--- src/rtl/ring_osc_meter_if.sv ---
// Result port of the ring oscillator meter: one count per selected oscillator,
// offered with valid/ready.
interface ring_osc_meter_if #(
  parameter int CNT_W = 16
) ();
  logic             res_valid;
  logic             res_ready;
  logic [2:0]       res_idx;
  logic [CNT_W-1:0] res_count;
  logic             res_ovf;

  modport master (
    output res_valid, res_idx, res_count, res_ovf,
    input  res_ready
  );

  modport slave (
    input  res_valid, res_idx, res_count, res_ovf,
    output res_ready
  );
endinterface

--- src/rtl/ring_osc_meter.sv ---
// Round-robin ring oscillator frequency meter: walks the latched enable mask and
// counts synchronized rising edges of each selected oscillator over a gate window.
//
// state    | meaning
// ---------+-------------------------------------------------------------
// S_IDLE   | waiting for start; config latched when start is seen
// S_SETTLE | 4 cycles flushing the synchronizer after a select change
// S_GATE   | counting rising edges for the latched gate length
// S_REPORT | result offered on res until the valid/ready handshake
module ring_osc_meter #(
  parameter int NUM_OSC = 7,
  parameter int GATE_W  = 16,
  parameter int CNT_W   = 16
) (
  input  logic               clk,
  input  logic               rst,
  input  logic [NUM_OSC-1:0] osc_in,
  input  logic               start,
  input  logic               continuous,
  input  logic [GATE_W-1:0]  gate_len,
  input  logic [NUM_OSC-1:0] osc_mask,
  output logic               busy,
  output logic               done,
  ring_osc_meter_if.master   res
);

  localparam int SETTLE_LEN = 4;

  typedef enum logic [1:0] {
    S_IDLE,
    S_SETTLE,
    S_GATE,
    S_REPORT
  } state_t;

  state_t             state;
  state_t             state_nxt;
  logic [NUM_OSC-1:0] sync1;
  logic [NUM_OSC-1:0] sync2;
  logic [NUM_OSC-1:0] dly;
  logic [NUM_OSC-1:0] mask_q;
  logic [GATE_W-1:0]  gate_q;
  logic [GATE_W-1:0]  tmr;
  logic [2:0]         sel;
  logic [2:0]         sel_nxt;
  logic [CNT_W-1:0]   cnt;
  logic               ovf;
  logic               latch_cfg;
  logic               done_nxt;
  logic [7:0]         rise_vec;
  logic               rise;
  logic [3:0]         first_in;
  logic [3:0]         first_q;
  logic [3:0]         next_up;

  // Returns {found, index} of the lowest set bit of m at or above position from.
  function automatic logic [3:0] find_set(input logic [NUM_OSC-1:0] m,
                                          input logic [3:0]         from);
    logic [3:0] r;
    r = '0;
    for (int i = NUM_OSC - 1; i >= 0; i--) begin
      if (m[i] && (4'(i) >= from)) r = {1'b1, 3'(i)};
    end
    return r;
  endfunction

  assign first_in = find_set(osc_mask, 4'd0);
  assign first_q  = find_set(mask_q, 4'd0);
  assign next_up  = find_set(mask_q, {1'b0, sel} + 4'd1);

  assign rise_vec = 8'(sync2 & ~dly);
  assign rise     = rise_vec[sel];

  always_ff @(posedge clk) begin
    if (rst) state <= S_IDLE;
    else     state <= state_nxt;
  end

  always_comb begin
    state_nxt = state;
    sel_nxt   = sel;
    latch_cfg = 1'b0;
    done_nxt  = 1'b0;
    case (state)
      S_IDLE: begin
        if (start) begin
          latch_cfg = 1'b1;
          if (first_in[3]) begin
            state_nxt = S_SETTLE;
            sel_nxt   = first_in[2:0];
          end else begin
            done_nxt = 1'b1;
          end
        end
      end
      S_SETTLE: begin
        if (tmr == '0) state_nxt = S_GATE;
      end
      S_GATE: begin
        if (tmr == '0) state_nxt = S_REPORT;
      end
      S_REPORT: begin
        if (res.res_ready) begin
          if (next_up[3]) begin
            state_nxt = S_SETTLE;
            sel_nxt   = next_up[2:0];
          end else begin
            done_nxt = 1'b1;
            if (continuous) begin
              state_nxt = S_SETTLE;
              sel_nxt   = first_q[2:0];
            end else begin
              state_nxt = S_IDLE;
            end
          end
        end
      end
      default: state_nxt = S_IDLE;
    endcase
  end

  always_ff @(posedge clk) begin
    if (rst) begin
      sync1  <= '0;
      sync2  <= '0;
      dly    <= '0;
      mask_q <= '0;
      gate_q <= '0;
      tmr    <= '0;
      sel    <= '0;
      cnt    <= '0;
      ovf    <= 1'b0;
      done   <= 1'b0;
    end else begin
      sync1 <= osc_in;
      sync2 <= sync1;
      dly   <= sync2;
      sel   <= sel_nxt;
      done  <= done_nxt;
      if (latch_cfg) begin
        mask_q <= osc_mask;
        gate_q <= (gate_len == '0) ? GATE_W'(1) : gate_len;
      end
      // Down-counter terminal count at zero ends both SETTLE and GATE.
      if (state != S_SETTLE && state_nxt == S_SETTLE)
        tmr <= GATE_W'(SETTLE_LEN - 1);
      else if (state == S_SETTLE && state_nxt == S_GATE)
        tmr <= gate_q - GATE_W'(1);
      else if (tmr != '0)
        tmr <= tmr - GATE_W'(1);
      if (state == S_SETTLE) begin
        cnt <= '0;
        ovf <= 1'b0;
      end else if (state == S_GATE && rise) begin
        if (cnt == '1) ovf <= 1'b1;
        else           cnt <= cnt + CNT_W'(1);
      end
    end
  end

  assign busy          = (state != S_IDLE);
  assign res.res_valid = (state == S_REPORT);
  assign res.res_idx   = sel;
  assign res.res_count = cnt;
  assign res.res_ovf   = ovf;

endmodule
--- src/flat_wrapper.sv ---
// flat-port wrapper written by rule: the top's interface ports become plain ports
module ring_osc_meter_flat 
#(
  parameter int NUM_OSC = 7,
  parameter int GATE_W  = 16,
  parameter int CNT_W   = 16
)
  (clk, rst, osc_in, start, continuous, gate_len, osc_mask, busy, done, res_res_valid, res_res_idx, res_res_count, res_res_ovf, res_res_ready);
  ring_osc_meter_if #(.CNT_W(CNT_W)) res_i ();
  input  logic clk;
  input  logic rst;
  input  logic [NUM_OSC-1:0] osc_in;
  input  logic start;
  input  logic continuous;
  input  logic [GATE_W-1:0] gate_len;
  input  logic [NUM_OSC-1:0] osc_mask;
  output logic busy;
  output logic done;
  output wire logic [$bits(res_i.res_valid)-1:0] res_res_valid;
  output wire logic [$bits(res_i.res_idx)-1:0] res_res_idx;
  output wire logic [$bits(res_i.res_count)-1:0] res_res_count;
  output wire logic [$bits(res_i.res_ovf)-1:0] res_res_ovf;
  input wire logic [$bits(res_i.res_ready)-1:0] res_res_ready;
  assign res_res_valid = res_i.res_valid;
  assign res_res_idx = res_i.res_idx;
  assign res_res_count = res_i.res_count;
  assign res_res_ovf = res_i.res_ovf;
  assign res_i.res_ready = res_res_ready;
  ring_osc_meter #(.NUM_OSC(NUM_OSC), .GATE_W(GATE_W), .CNT_W(CNT_W)) u_core (.clk(clk), .rst(rst), .osc_in(osc_in), .start(start), .continuous(continuous), .gate_len(gate_len), .osc_mask(osc_mask), .busy(busy), .done(done), .res(res_i));
endmodule
--- config.mk ---
export PLATFORM = sky130hd
export DESIGN_NAME = ring_osc_meter_flat
export DESIGN_NICKNAME = d
export VERILOG_FILES = /design/src/rtl/ring_osc_meter_if.sv /design/src/rtl/ring_osc_meter.sv /design/src/flat_wrapper.sv
export SDC_FILE = /design/constraint.sdc
export NUM_CORES = 1
export LEC_CHECK = 0
export ABC_AREA = 1
export BUFFER_PORTS_ARGS = -buffer_cell sky130_fd_sc_hd__clkbuf_2
export CORE_ASPECT_RATIO = 1.25
export CORE_UTILIZATION = 50
export DETAILED_ROUTE_END_ITERATION = 6
export HOLD_SLACK_MARGIN = 0.06
export PLACE_DENSITY = 0.76
export SKIP_LAST_GASP = 1
export SYNTH_ARGS = -nofsm -noshare
export SYNTH_HDL_FRONTEND = slang
export SYNTH_SLANG_ARGS = --single-unit
--- constraint.sdc ---
create_clock -name clk -period 5.9 [get_ports clk]
set_clock_uncertainty 0.05 [all_clocks]
set_input_delay 0.59 -clock clk [delete_from_list [all_inputs] [get_ports clk]]
set_output_delay 0.59 -clock clk [all_outputs]
set_load 0.02 [all_outputs]
# Word-level counts from Yosys, hierarchy flattened
# Index checks and enable logic that the tools add are counted.
# op_classes
n_addsub,4
bitwise,3
n_lt_le_gt_ge,8
reduce_logical,23
n_mux,48
n_eq_ne,11
# ops
op,n
$mux W4,14
$mux W16,3
$mux W3,12
$logic_not A16 Y1,2
$sub A16 B1 Y16 const B,2
$add A16 B1 Y16 const B,1
$eq A16 B16 Y1 const B,1
$reduce_bool A16 Y1,1
$mux W2,7
$ge A3 B4 Y1 const A,3
$logic_and A1 B1 Y1,10
$and A7 B8 Y8,1
$ge A1 B4 Y1 const A,2
$ge A2 B4 Y1 const A,2
$mux W1,8
$not A7 Y8,1
$pmux W2 S4,1
$eq A2 B2 Y1 const B,3
$ne A2 B1 Y1 const B,3
$pmux W3 S2,1
$reduce_bool A2 Y1,3
$reduce_and A5 Y1,1
$add A3 B1 Y4 const B,1
$eq A2 B1 Y1 const B,2
other kinds (10),12
# word_totals
output_inout_bits,23
elab_cells,109
reg_bits,83
input_bits,35

# Depth between registers and ports, before layout
# Gate-level depths: netlist of run 1.
# logic_depth
depth_word,17
mapped_depth,24
mapped_depth_nobuf,23

# Worst setup path before layout of run 1
# Ideal clock, no wire load.
# synth_path
path_kind,reg-to-reg
from,register u_core.sel[0] (netlist: u_core.res.res_idx[0])
to,register u_core.tmr[8]
required_ns,5.733
setup_slack_ns,2.920
stages_incl_launch_ff,24
setup_ns,0.117
synth_period_minus_slack_ns,2.980
arrival_time_ns,2.813
n_path_buf,1
path_cell_list,dfxtp_1 -> inv_1 -> ha_1 -> inv_1 -> o21ai_0 -> a21oi_2 -> nor2_2 -> nand3_2 -> nand2_2 -> nand2_4 -> nand2_8 -> nand2_8 -> buf_8 -> nand2_1 -> nand2_1 -> ha_1 -> inv_1 -> nor2_4 -> nand2_1 -> nor2_2 -> nand2_1 -> nand2_1 -> nor2_1 -> nor2_1
# synth_via
elab_chain_cells,16
elab_cells_between_ends,32
classes_between,add/sub (1); order compare (7); eq/ne (2); mux (11); reduce/logical (11)
# synth_rtl
element,line_no,rtl
start: declaration,ring_osc_meter.sv:44,logic [2:0] sel;
start signal: assignment,ring_osc_meter.sv:138,sel <= sel_nxt;
$add A3 B1 Y4 *,ring_osc_meter.sv:69,"assign next_up = find_set(mask_q, {1'b0, sel} + 4'd1);"
$ge A3 B4 Y1,ring_osc_meter.sv:62,"if (m[i] && (4'(i) >= from)) r = {1'b1, 3'(i)};"
$logic_and A1 B1 Y1,ring_osc_meter.sv:62,
$mux W4 (6 in series),ring_osc_meter.sv:62,
$mux W4 *,ring_osc_meter.sv:62,
$mux W2 *,ring_osc_meter.sv:104,if (next_up[3]) begin
$mux W2 *,ring_osc_meter.sv:103,if (res.res_ready) begin
$pmux W2 S4 *,ring_osc_meter.sv:84,case (state)
$eq A2 B2 Y1 or $eq A2 B1 Y1 (tied branches),"ring_osc_meter.sv:147, ring_osc_meter.sv:145",
"$logic_and A1 B1 Y1, on equally long branches","ring_osc_meter.sv:147, ring_osc_meter.sv:145",
"$mux W16, or another cell as far along",ring_osc_meter.sv:147,else if (state == S_SETTLE && state_nxt == S_GATE)
end signal: assignment,ring_osc_meter.sv:146,tmr <= GATE_W'(SETTLE_LEN - 1);
end signal: assignment,ring_osc_meter.sv:148,tmr <= gate_q - GATE_W'(1);
end signal: assignment,ring_osc_meter.sv:150,tmr <= tmr - GATE_W'(1);
end: declaration,ring_osc_meter.sv:43,logic [GATE_W-1:0] tmr;
# Mark *: on every way between the ends. The rest lies on a longest branch, timed or not.
# A chain may end at the register's enable or synchronous reset.

# Worst setup path in the final report of run 1
# Ends and elaborated chain as after synthesis.

==> key figures, run 1 <==
Synthesis
  • Largest family of logic cells by synthesized area: simple AND/OR/NAND/NOR gates
  • Cell Area, Synth: 0.00441 mm²
  • Post-synthesis mux area share: 0%
  • Avg Cell Area, Syn: just under 7 µm²
  • Complex-gate fraction of the synthesized area: a little over an eighth
  • Post-synthesis simple-gate area fraction: 35.1%
  • Adder-cell share of the synthesized area: under 10%
  • Distinct cells, synth: 43
  • FF+latch count, synth: 83
  • Post-Synth XOR/XNOR Area: less than 1%
  • Synth Instances: around 650
  • Register area share after synthesis: a little under two fifths
  • Net Count, Synth: between 600 and 700
  • Synth warnings: 0

Timing
  • Setup violators final: 0
  • Final slew viol count: 0
  • Minimum clock period: between 3 and 4 ns
  • Fin crit share: 57.3%
  • Setup_tns: 0 ns
  • Final hold violation count: 0
  • Max_slew headroom: 39.5%
  • RSZ-0062 raised after global routing: no
  • Slew @ Worst Pin: roughly 0.9 ns
  • FMAX: ~300 MHz

Final layout
  • Commonest non-fill, non-tap cell in the layout: nand2_1
  • Cell area after layout: roughly 0.0050 mm²
  • Fin cells: between 800 and 900
  • Most frequent cells in the layout: nand2_1 (141), nor2_1 (85), inv_1 (83), dfxtp_1 (83), clkbuf_2 (57)
  • Share of cells above drive strength 1: 17.2%
  • Post-layout nets: between 700 and 800
  • Layout area overhead: 12.5%
  • Fin util: approximately three fifths
  • # diodes: 0

Worst setup path
  • WS Path Type: reg2reg
  • Worst-path fanout max: 24
  • Crit. End Element: flop
  • Nature of the critical path startpoint: flop
  • WP data required: 6.09 ns
  • Largest stage delay, worst path: roughly 0.5 ns
  • Worst Path Buf+Inv: 3
  • Cell Chain, Critical Path: inv_1 > ha_1 > inv_1 > o21ai_0 > a21oi_2 > nor2_2 > nand3_2 > nand2_2 > nand2_4 > nand2_8 > nand2_8 > o21ai_2 > ha_1 > inv_1 > nor2_4 > nand2_1 > nor2_2 > nor2_1 > nor2_1 > nor2_1
  • Delay-heaviest family, CP: simple AND/OR/NAND/NOR gates
  • WP data arrival: around 3.6 ns
  • CP max stage cell: dfxtp_1

Route
  • DRT Wirelength: 10400 µm
  • Post-route ant nets: 0
  • Wire per inst: ~13 µm
  • 1st-iter DRT viols: 264
  • Initial DRT Pass Iterations: 5
  • Total vias in the final route: 4227
  • Via density: ~5.2
  • # DRC: 0

Outcome
  • Outcome: finished, final reports clean

Global routing
  • Grt ovf: 0
  • GRT Total Usage: 24.5%
  • Initial antenna violation count: 0
  • Largest net degree at the start of global routing: 46
  • Vias in the first global route: around 4.0k
  • First-pass GRT wire length: around 18000 µm

Placed design
  • HPWL after DPL: approximately 7700 µm
  • GP Congestion: between 0.9 and 1
  • PortBufs: 57
  • Cells after DPL: 800
  • Area after DPL: 0.00473 mm²

Die
  • Die height: around 110 µm
  • Ports: 58
  • Die area: 0.00920 mm²
  • Core box area: between 0.008 and 0.009 mm²
  • Die Wd: ~86 µm
  • Row count: 37
  • Starting Density: a little over half

Clock tree
  • Max Root-Sink Buffers: 2
  • H-tree depth: 3
  • Root buf cell: clkbuf_8
  • Hold_buf cts: 0
  • Cts bufs inserted: 9
  • PostCTS Resize Cnt: 0
  • # Post-CTS Setup Buffers: 0
  • Clock latency on the worst-skew pair: around 0.37 ns
  • CTS clk-pin slew, worst paths: 0.09 ns
  • CTS tree: built
  • CTS sink cnt: 83

Min path
  • Hold crit path type: reg2reg

Power and ir drop
  • Power, Total: around 2.0 mW
  • Leakage power: between 2 and 2.5 nW
  • Maximum VDD drop: approximately 0.20 mV
  • Pwr dens: between 300 and 400 mW/mm²

Job
  • Max_cap viols: 0
==> tightest hold or removal path: stages, from the launching register on <==
cell,delay (ns)
dfxtp_1,0.30
inv_1,0.04
nor2_1,0.03
==> synthesized netlist by cell type <==
master,count,share of area (%)
nand2_1,141,12
nor2_1,85,7.2
dfxtp_1,83,38
inv_1,83,7.1
a21oi_1,51,5.8
nand3_1,33,3.7
o21ai_0,31,3.5
nand2_2,16,2.3
nor3_1,15,1.7
ha_1,11,3.1
clkbuf_1,10,0.85
nor2_2,10,1.4
nand4_1,8,1.1
nand3b_1,7,1.2
inv_2,6,0.51
nor4_1,6,0.85
a31oi_1,4,0.57
nand3_2,4,0.91
o21a_1,4,0.68
a211oi_1,3,0.51
buf_2,3,0.34
nor2_4,3,0.77
a21oi_2,2,0.40
buf_4,2,0.34
buf_6,2,0.51
nand2_8,2,0.91
o21ai_2,2,0.40
o31ai_1,2,0.34
xor2_1,2,0.40
a2111o_1,1,0.26
a221oi_1,1,0.20
a22oi_1,1,0.17
a311oi_1,1,0.20
and3_1,1,0.14
buf_1,1,0.085
buf_8,1,0.34
clkinv_1,1,0.085
nand2_4,1,0.26
nor2_8,1,0.45
o21ai_1,1,0.11
o311ai_0,1,0.20
o32ai_1,1,0.20
or2_2,1,0.14
==> layer usage <==
layer / GRT usage, % / wire length [µm] / vias up
met5: 0 / 0 / -
met4: 12.4 / 257 / 0
met3: 3.31 / 475 / 21
met2: 39.9 / 4960 / 119
met1: 31.7 / 4710 / 1930
li1: - / - / 2157
==> cell families (layout without fill, tap and decap cells) <==
| logic type | count (synthesis) | count (layout) |
|---|---|---|
| flip-flops | 83 | 83 |
| AND/OR/NAND/NOR | 334 | 334 |
| AO/OA/AOI/OAI | 106 | 106 |
| adder cells (fa/ha/maj) | 11 | 11 |
| buffers and inverters | 109 | 163 |
| XOR/XNOR | 2 | 2 |
==> sequential cells by signal (all words and copies together) (netlist names) <==
| register | flops |
|---|---|
| u_core.dly | 7 |
| u_core.done | 1 |
| u_core.gate_q | 16 |
| u_core.mask_q | 7 |
| u_core.res.res_count | 16 |
| u_core.res.res_idx | 3 |
| u_core.res.res_ovf | 1 |
| u_core.state | 2 |
| u_core.sync1 | 7 |
| u_core.sync2 | 7 |
| u_core.tmr | 16 |
==> report_power, final <==
group	internal (mW)	switching, mW
sequential	0.633	0.0579
clock	0.253	0.221
combinational	0.265	0.541
total	1.15	0.820
==> final cells by class <==
cell class              instances  area, µm²
fillers                       791       3420
multi-input cells             453       2300
flip-flops and latches         83       1660
inverters                      90        338
repair buffers                 57        285
well taps                     117        146
clock buffers                  11        141
clock inverters                 5       85.1
==> path summary, 6_finish.rpt <==
path                    startpoint         endpoint  slack (ns)  cells after the start
min                u_core.sync1[2]  u_core.sync2[2]        0.36                      2
max reg2reg  u_core.res.res_idx[0]    u_core.tmr[8]        2.52                     20
max          u_core.res.res_idx[0]    u_core.tmr[8]        2.52                     20
min reg2reg        u_core.sync1[2]  u_core.sync2[2]        0.36                      2
==> per-stage QoR <==
step | hold slack, ns | worst slack (ns)
floorplan | 0.338 | 2.92
global placement | 0.340 | 2.74
detailed placement | 0.347 | 2.55
CTS | 0.348 | 2.52
global route | 0.359 | 2.12
finish | 0.356 | 2.52
Note: power is estimated with default switching activity, not from simulation.
==> run 2: changes to the inputs <==
Settings changed: PLACE_DENSITY 0.76 to 0.78.
Clock period 5.9 ns to 3.1 ns, I/O delays scaled along.
==> run 2 against run 1 <==
Via count rose by 1.2%. Core utilization is 1.2 points higher. Global-route usage is 1.4 points lower. Combinational power is 96% higher. Non-clock buffer count grew 11. Worst setup slack lost 2.3 ns. Clock power is 74% higher. Critical path type unchanged. Largest cell class unchanged.
==> key figures, run 2 (same netlist as run 1, synthesis figures left out) <==
Final layout
  • Post-layout nets: 753 (was 740)
  • Layout area overhead: 14.7% (was 12.5%)
  • Most frequent cells in the layout: nand2_1 (141), nor2_1 (85), inv_1 (82) (was nand2_1 (141), nor2_1 (85), inv_1 (83), dfxtp_1 (83), clkbuf_2 (57))
  • # diodes: 0 (unchanged)
  • Share of cells above drive strength 1: 19.2% (was 17.2%)
  • Fin cells: 829 (was 816)
  • Seq. cell area: 0.00166 mm² (about the same)
  • # fillers: 790 (was 791)
  • Commonest non-fill, non-tap cell in the layout: nand2_1 (unchanged)
  • Multi-input gate area: 0.00233 mm² (was 0.00230 mm²)

Die
  • Ports: 58 (unchanged)
  • Die Wd: 86.0 µm (unchanged)
  • Core box area: 0.00838 mm² (unchanged)
  • Die height: 107 µm (unchanged)
  • Row count: 37 (unchanged)
  • Die area: 0.00920 mm² (unchanged)
  • Starting Density: 52.6% (unchanged)

Clock tree
  • CTS tree: built (unchanged)
  • Clock latency on the worst-skew pair: 0.36 ns (was 0.37 ns)
  • H-tree depth: 3 (unchanged)
  • Cts bufs inserted: 9 (unchanged)
  • CTS sink cnt: 83 (unchanged)
  • Max Root-Sink Buffers: 2 (unchanged)
  • Root buf cell: clkbuf_8 (unchanged)
  • CTS clk-pin slew, worst paths: 0.09 ns (about the same)

Route
  • DRT Wirelength: 10300 µm (was 10400 µm)
  • Total vias in the final route: 4278 (was 4227)
  • 1st-iter DRT viols: 263 (was 264)
  • Via density: 5.16 (was 5.18)
  • Wire per inst: 12.4 µm (was 12.7 µm)
  • # DRC: 0 (unchanged)
  • Post-route ant nets: 0 (unchanged)
  • Initial DRT Pass Iterations: 6 (was 5)

Timing
  • Setup_tns: 0 ns (unchanged)
  • Final hold violation count: 0 (unchanged)
  • Max_slew headroom: 66.7% (was 39.5%)
  • Final slew viol count: 0 (unchanged)
  • Slew @ Worst Pin: 0.499 ns (was 0.907 ns)
  • FMAX: 347 MHz (was 296 MHz)
  • Final setup margin: 0.221 ns (was 2.52 ns)
  • RSZ-0062 raised after global routing: no (unchanged)
  • Setup violators final: 0 (unchanged)
  • Minimum clock period: 2.88 ns (was 3.38 ns)
  • Fin crit share: 92.9% (was 57.3%)

Placed design
  • Dpl ws: 0.0938 ns (was 2.55 ns)
  • PortBufs: 57 (unchanged)
  • GP Congestion: 0.962 (was 0.964)
  • HPWL after DPL: 7630 µm (was 7680 µm)
  • Cells after DPL: 809 (was 800)

Power and ir drop
  • Power, Total: 3.72 mW (was 1.97 mW)
  • Maximum VDD drop: 0.336 mV (was 0.203 mV)
  • Leakage power: 2.33 nW (was 2.27 nW)
  • Pwr dens: 735 mW/mm² (was 397 mW/mm²)

Global routing
  • GRT Total Usage: 23.2% (was 24.5%)
  • Largest net degree at the start of global routing: 27 (was 46)
  • Grt ovf: 0 (unchanged)
  • Initial antenna violation count: 0 (unchanged)
  • Vias in the first global route: 3856 (was 4031)
  • First-pass GRT wire length: 17000 µm (was 18000 µm)

Min path
  • Hold crit path type: in2reg (was reg2reg)

Worst setup path
  • WP data arrival: 3.13 ns (was 3.58 ns)
  • Worst-path fanout max: 13 (was 24)
  • Nature of the critical path startpoint: flop (unchanged)
  • WS Path Type: reg2reg (unchanged)
  • WP data required: 3.35 ns (was 6.09 ns)
  • Crit. End Element: flop (unchanged)

Outcome
  • Outcome: finished, final reports clean (unchanged)

Job
  • Max_cap viols: 0 (unchanged)
==> run 2: cell types whose count changed in the layout (fill, tap and decap cells not counted), moves of 2 or more <==
cell and delta:
nand2_4 +2, dfxtp_2 +2, inv_6 +2, buf_4 +9, dlygate4sd3_1 +2, dfxtp_1 -2
==> run 2: repair_timing <==
| action | 4_1_cts | 5_1_grt |
|---|---|---|
| buffers inserted | 0 | 0 |
| endpoints found under the hold margin | 1 | 1 |
| hold buffers | 1 | 1 |
| endpoints found under the setup margin | 0 | 11 |
| resized for setup | 0 | 6 |
==> run 2: metrics by stage <==
| stage | hold slack [ns] | utilization [%] | area [µm²] |
|---|---|---|---|
| detailed placement | 0.346 | 57.3 | 4800 |
| global route | 0.0663 | 60.4 | 5060 |
| floorplan | 0.338 | - | 4410 |
| global placement | 0.339 | 57.3 | 4800 |
| finish | 0.0772 | 60.4 | 5060 |
| CTS | 0.0613 | 59.9 | 5020 |
==> run 2: area by class of cell <==
| cell class | instances | share of cell area, % |
|---|---|---|
| well taps | 117 | 2.89 |
| clock inverters | 7 | 1.63 |
| clock buffers | 9 | 2.45 |
| inverters | 90 | 6.68 |
| multi-input cells | 455 | 46.1 |
| flip-flops and latches | 83 | 32.9 |
| repair buffers | 68 | 7.37 |
==> run 2: worst max-delay path, cell delays in order (launching register included) <==
cell     delay [ns]
dfxtp_2        0.39
inv_1          0.08
ha_1           0.29
inv_1          0.04
o21ai_1        0.18
a21oi_2        0.10
nor2_2         0.14
nand3_2        0.08
nand2_2        0.08
nand2_4        0.09
nand2_8        0.14
nand2_8        0.10
o21ai_2        0.16
ha_1           0.19
inv_1          0.08
nor2_4         0.12
nand2_1        0.09
nor2_1         0.13
nand2_1        0.07
nand2_1        0.06
nand3_1        0.06
nor2_1         0.09
==> run 2: path summary, 6_finish.rpt <==
path / depth (start not counted) / to / start / slack, ns
setup / recovery: 21 / u_core.tmr[14] / u_core.res.res_idx[1] / 0.22
hold reg to reg: 2 / u_core.sync2[1] / u_core.sync1[1] / 0.36
hold / removal: 3 / u_core.sync1[1] / osc_in[1] / 0.08
setup reg to reg: 21 / u_core.tmr[14] / u_core.res.res_idx[1] / 0.22
==> run 2: power by group <==
part / internal [mW] / switching, mW / leakage [nW]
Clock: 0.386 / 0.436 / 0.0988
Sequential: 1.20 / 0.106 / 0.680
Combinational: 0.538 / 1.05 / 1.55
Total: 2.13 / 1.59 / 2.33
==> run 2: metal layers <==
layer	global-route usage, %	vias up	wire [µm]
li1	-	2194	-
met1	30.0	1964	4780
met2	37.7	104	4960
met3	3.46	16	369
met4	10.8	0	201
met5	0	-	0
==> run 3: changes to the inputs <==
Settings changed: ABC_AREA 1 to 0, BUFFER_PORTS_ARGS -buffer_cell sky130_fd_sc_hd__clkbuf_2 to -buffer_cell sky130_fd_sc_hd__buf_2, PLACE_DENSITY 0.78 to 0.79.
==> run 3 against run 2 <==
The run now ends with negative setup slack left. Synthesized cell count fell by 22%. Largest power group unchanged. Non-clock buffer count rose by 54. Sequential share of layout area fell by 1.7 points.
==> key figures, run 3 <==
Global routing
  • GRT Total Usage: 22.2% (was 23.2%)
  • Vias in the first global route: 3696 (was 3856)
  • Initial antenna violation count: 0 (unchanged)
  • Largest net degree at the start of global routing: 32 (was 27)
  • First-pass GRT wire length: 16000 µm (was 17000 µm)
  • Grt ovf: 0 (unchanged)

Timing
  • RSZ-0062 raised after global routing: yes (was no)
  • Fin crit share: 111% (was 92.9%)
  • FMAX: 289 MHz (was 347 MHz)
  • Slew @ Worst Pin: 0.776 ns (was 0.499 ns)
  • Max_slew headroom: 48.3% (was 66.7%)
  • Setup_tns: -1.36 ns (was 0 ns)
  • Final setup margin: -0.355 ns (was 0.221 ns)
  • Setup violators final: 5 (was 0)
  • Final hold violation count: 0 (unchanged)
  • Minimum clock period: 3.46 ns (was 2.88 ns)
  • Final slew viol count: 0 (unchanged)

Placed design
  • Area after DPL: 0.00501 mm² (was 0.00480 mm²)
  • GP Congestion: 0.926 (was 0.962)
  • PortBufs: 57 (unchanged)
  • HPWL after DPL: 7140 µm (was 7630 µm)
  • Dpl ws: -0.443 ns (was 0.0938 ns)

Synthesis
  • Synth top area cells: dfxtp_1 (40%), nand2_1 (5.7%), a21oi_1 (5.2%) (was dfxtp_1 (38%), nand2_1 (12%), nor2_1 (7.2%))
  • Register area share after synthesis: 39.8% (was 37.7%)
  • Most frequent cell after synthesis: dfxtp_1 (was nand2_1)
  • Cell Area, Synth: 0.00417 mm² (was 0.00441 mm²)
  • Synth warnings: 0 (unchanged)
  • Synth async-reset ratio: 0% (unchanged)
  • Largest area contributor in the netlist: dfxtp_1 (unchanged)
  • Synth Flop Type: dfxtp_1 (unchanged)
  • Net Count, Synth: 546 (was 691)
  • Commonest cells in the netlist: dfxtp_1 (83), nand2_1 (63), nor2_1 (55) (was nand2_1 (141), nor2_1 (85), dfxtp_1 (83), inv_1 (83), a21oi_1 (51))
  • Synth Instances: 500 (was 645)
  • EDFF count, synth: 0 (unchanged)
  • Distinct cells, synth: 59 (was 43)
  • Avg Cell Area, Syn: 8.35 µm² (was 6.84 µm²)
  • FF+latch count, synth: 83 (unchanged)
  • Synth top area share: 39.8% (was 37.7%)

Clock tree
  • Max Root-Sink Buffers: 2 (unchanged)
  • Cts bufs inserted: 9 (unchanged)
  • Hold_buf cts: 0 (was 1)
  • CTS sink cnt: 83 (unchanged)
  • Root buf cell: clkbuf_8 (unchanged)
  • CTS tree: built (unchanged)
  • Clock latency on the worst-skew pair: 0.35 ns (was 0.36 ns)
  • CTS clk-pin slew, worst paths: 0.09 ns (about the same)
  • H-tree depth: 3 (unchanged)

Final layout
  • Commonest non-fill, non-tap cell in the layout: dfxtp_1 (was nand2_1)
  • Post-layout nets: 657 (was 753)
  • # diodes: 0 (unchanged)
  • # fillers: 665 (was 790)
  • Layout area overhead: 28.4% (was 14.7%)
  • Cell area after layout: 0.00536 mm² (was 0.00506 mm²)
  • Most frequent cells in the layout: dfxtp_1 (81), buf_4 (64), nand2_1 (61) (was nand2_1 (141), nor2_1 (85), inv_1 (82))
  • Share of cells above drive strength 1: 30.5% (was 19.2%)

Route
  • # DRC: 0 (unchanged)
  • Total vias in the final route: 3968 (was 4278)
  • Post-route ant nets: 0 (unchanged)
  • Initial DRT Pass Iterations: 4 (was 6)
  • 1st-iter DRT viols: 135 (was 263)
  • DRT Wirelength: 9710 µm (was 10300 µm)
  • Via density: 5.58 (was 5.16)
  • Wire per inst: 13.7 µm (was 12.4 µm)

Outcome
  • Outcome: finished with violations (was finished, final reports clean)
  • Violated checks: negative setup slack

Die
  • Ports: 58 (unchanged)
  • Row count: 36 (was 37)
  • Die height: 104 µm (was 107 µm)
  • Core box area: 0.00793 mm² (was 0.00838 mm²)
  • Die Wd: 83.7 µm (was 86.0 µm)
  • Starting Density: 52.6% (about the same)
  • Die area: 0.00872 mm² (was 0.00920 mm²)

Worst setup path
  • WP data arrival: 3.69 ns (was 3.13 ns)
  • Worst-path fanout max: 4 (was 13)
  • WP data required: 3.33 ns (was 3.35 ns)
  • Nature of the critical path startpoint: flop (unchanged)
  • WS Path Type: reg2reg (unchanged)
  • Crit. End Element: flop (unchanged)

Power and ir drop
  • NetSw: 1.25 mW (was 1.59 mW)
  • Maximum VDD drop: 0.407 mV (was 0.336 mV)
  • Combinational share of power: 42.2% (was 42.6%)
  • Proportion of power drawn by the clock network: 21.8% (was 22.1%)
  • Leakage power: 2.19 nW (was 2.33 nW)
  • Switching Share: 35.7% (was 42.7%)
  • Pwr dens: 656 mW/mm² (was 735 mW/mm²)
  • Int Power: 2.26 mW (was 2.13 mW)
  • Sequential Power Share: 36.0% (was 35.3%)

Job
  • Max_cap viols: 0 (unchanged)

Min path
  • Hold crit path type: in2reg (unchanged)
## run 3: cell types whose count changed after synthesis, sizes merged, moves of 20 or more
cell	before	now
nor2b	0	24
o21ai	34	12
inv	89	18
xnor2	0	20
nand3	37	9
nor2	99	55
nand2	160	63
## run 3: power by group through the flow
stage | clock [mW] | combinational, mW | sequential [mW]
4_1_cts | 0.780 | 1.41 | 1.26
5_1_grt | 0.824 | 1.62 | 1.28
3_5_place_dp | 0 | 1.35 | 1.28
2_1_floorplan | 0 | 0.904 | 1.29
3_3_place_gp | 0 | 1.31 | 1.28
6_report | 0.766 | 1.48 | 1.27
## run 3: final cells by class
cell class,instances,area (µm²),share of cell area [%]
flip-flops and latches,83,1670,31.2
clock buffers,9,124,2.31
repair buffers,122,777,14.5
well taps,95,119,2.22
clock inverters,7,67.6,1.26
inverters,18,72.6,1.35
multi-input cells,377,2530,47.2
## run 3: logic make-up (layout without fill, tap and decap cells)
logic type	count (synthesis)	in the layout	share of synthesized area (%)
simple gates	224	224	26.7
compound gates	103	103	17.6
flops	83	83	39.8
buf+inv	40	156	3.90
xor+xnor	34	34	7.14
fa+ha+maj	11	11	3.30
mux	5	5	1.53
## run 3: worst max-delay path, stage by stage (launching register included)
cell	delay (ns)
dfxtp_1	0.32
or4_4	0.54
nor4_2	0.17
buf_4	0.18
and3_4	0.20
o32ai_4	0.08
nand4_2	0.15
mux2i_1	0.23
ha_2	0.20
nor3b_4	0.20
nand2_2	0.09
or3_4	0.39
nor2_2	0.14
xor2_1	0.18
nor2_1	0.07
a211oi_2	0.19
## run 3: path summary, 6_finish.rpt
kind,slack (ns),depth (start not counted),to,startpoint
worst max register to register,-0.36,15,u_core.tmr[12],u_core.tmr[8]
worst min-delay path,0.12,2,u_core.sync1[0],osc_in[0]
worst min register to register,0.39,1,u_core.sync2[3],u_core.sync1[3]
worst max-delay path,-0.36,15,u_core.tmr[12],u_core.tmr[8]
## run 3: what timing repair did
action,in CTS,in global routing
pin swaps,6,14
setup endpoints to repair,5,6
resized for setup,9,13
setup buffers,2,4
## run 3: per-layer routing
metal	share of wire (%)	up-vias	global-route usage (%)	routed length [µm]
met5	0	-	0	0
met4	1.4	0	7.75	136
met3	3.2	16	4.29	308
met2	51	95	39.4	4990
met1	44	1894	26.6	4280
li1	-	1963	-	-
## run 3: stage by stage
stage	hold slack [ns]	total power, mW	std cells	utilization [%]
finish	0.117	3.51	711	67.6
CTS	0.110	3.45	708	66.4
global route	0.119	3.72	711	67.6
floorplan	0.364	2.19	500	-
detailed placement	0.378	2.63	690	63.3
global placement	0.369	2.59	690	63.3
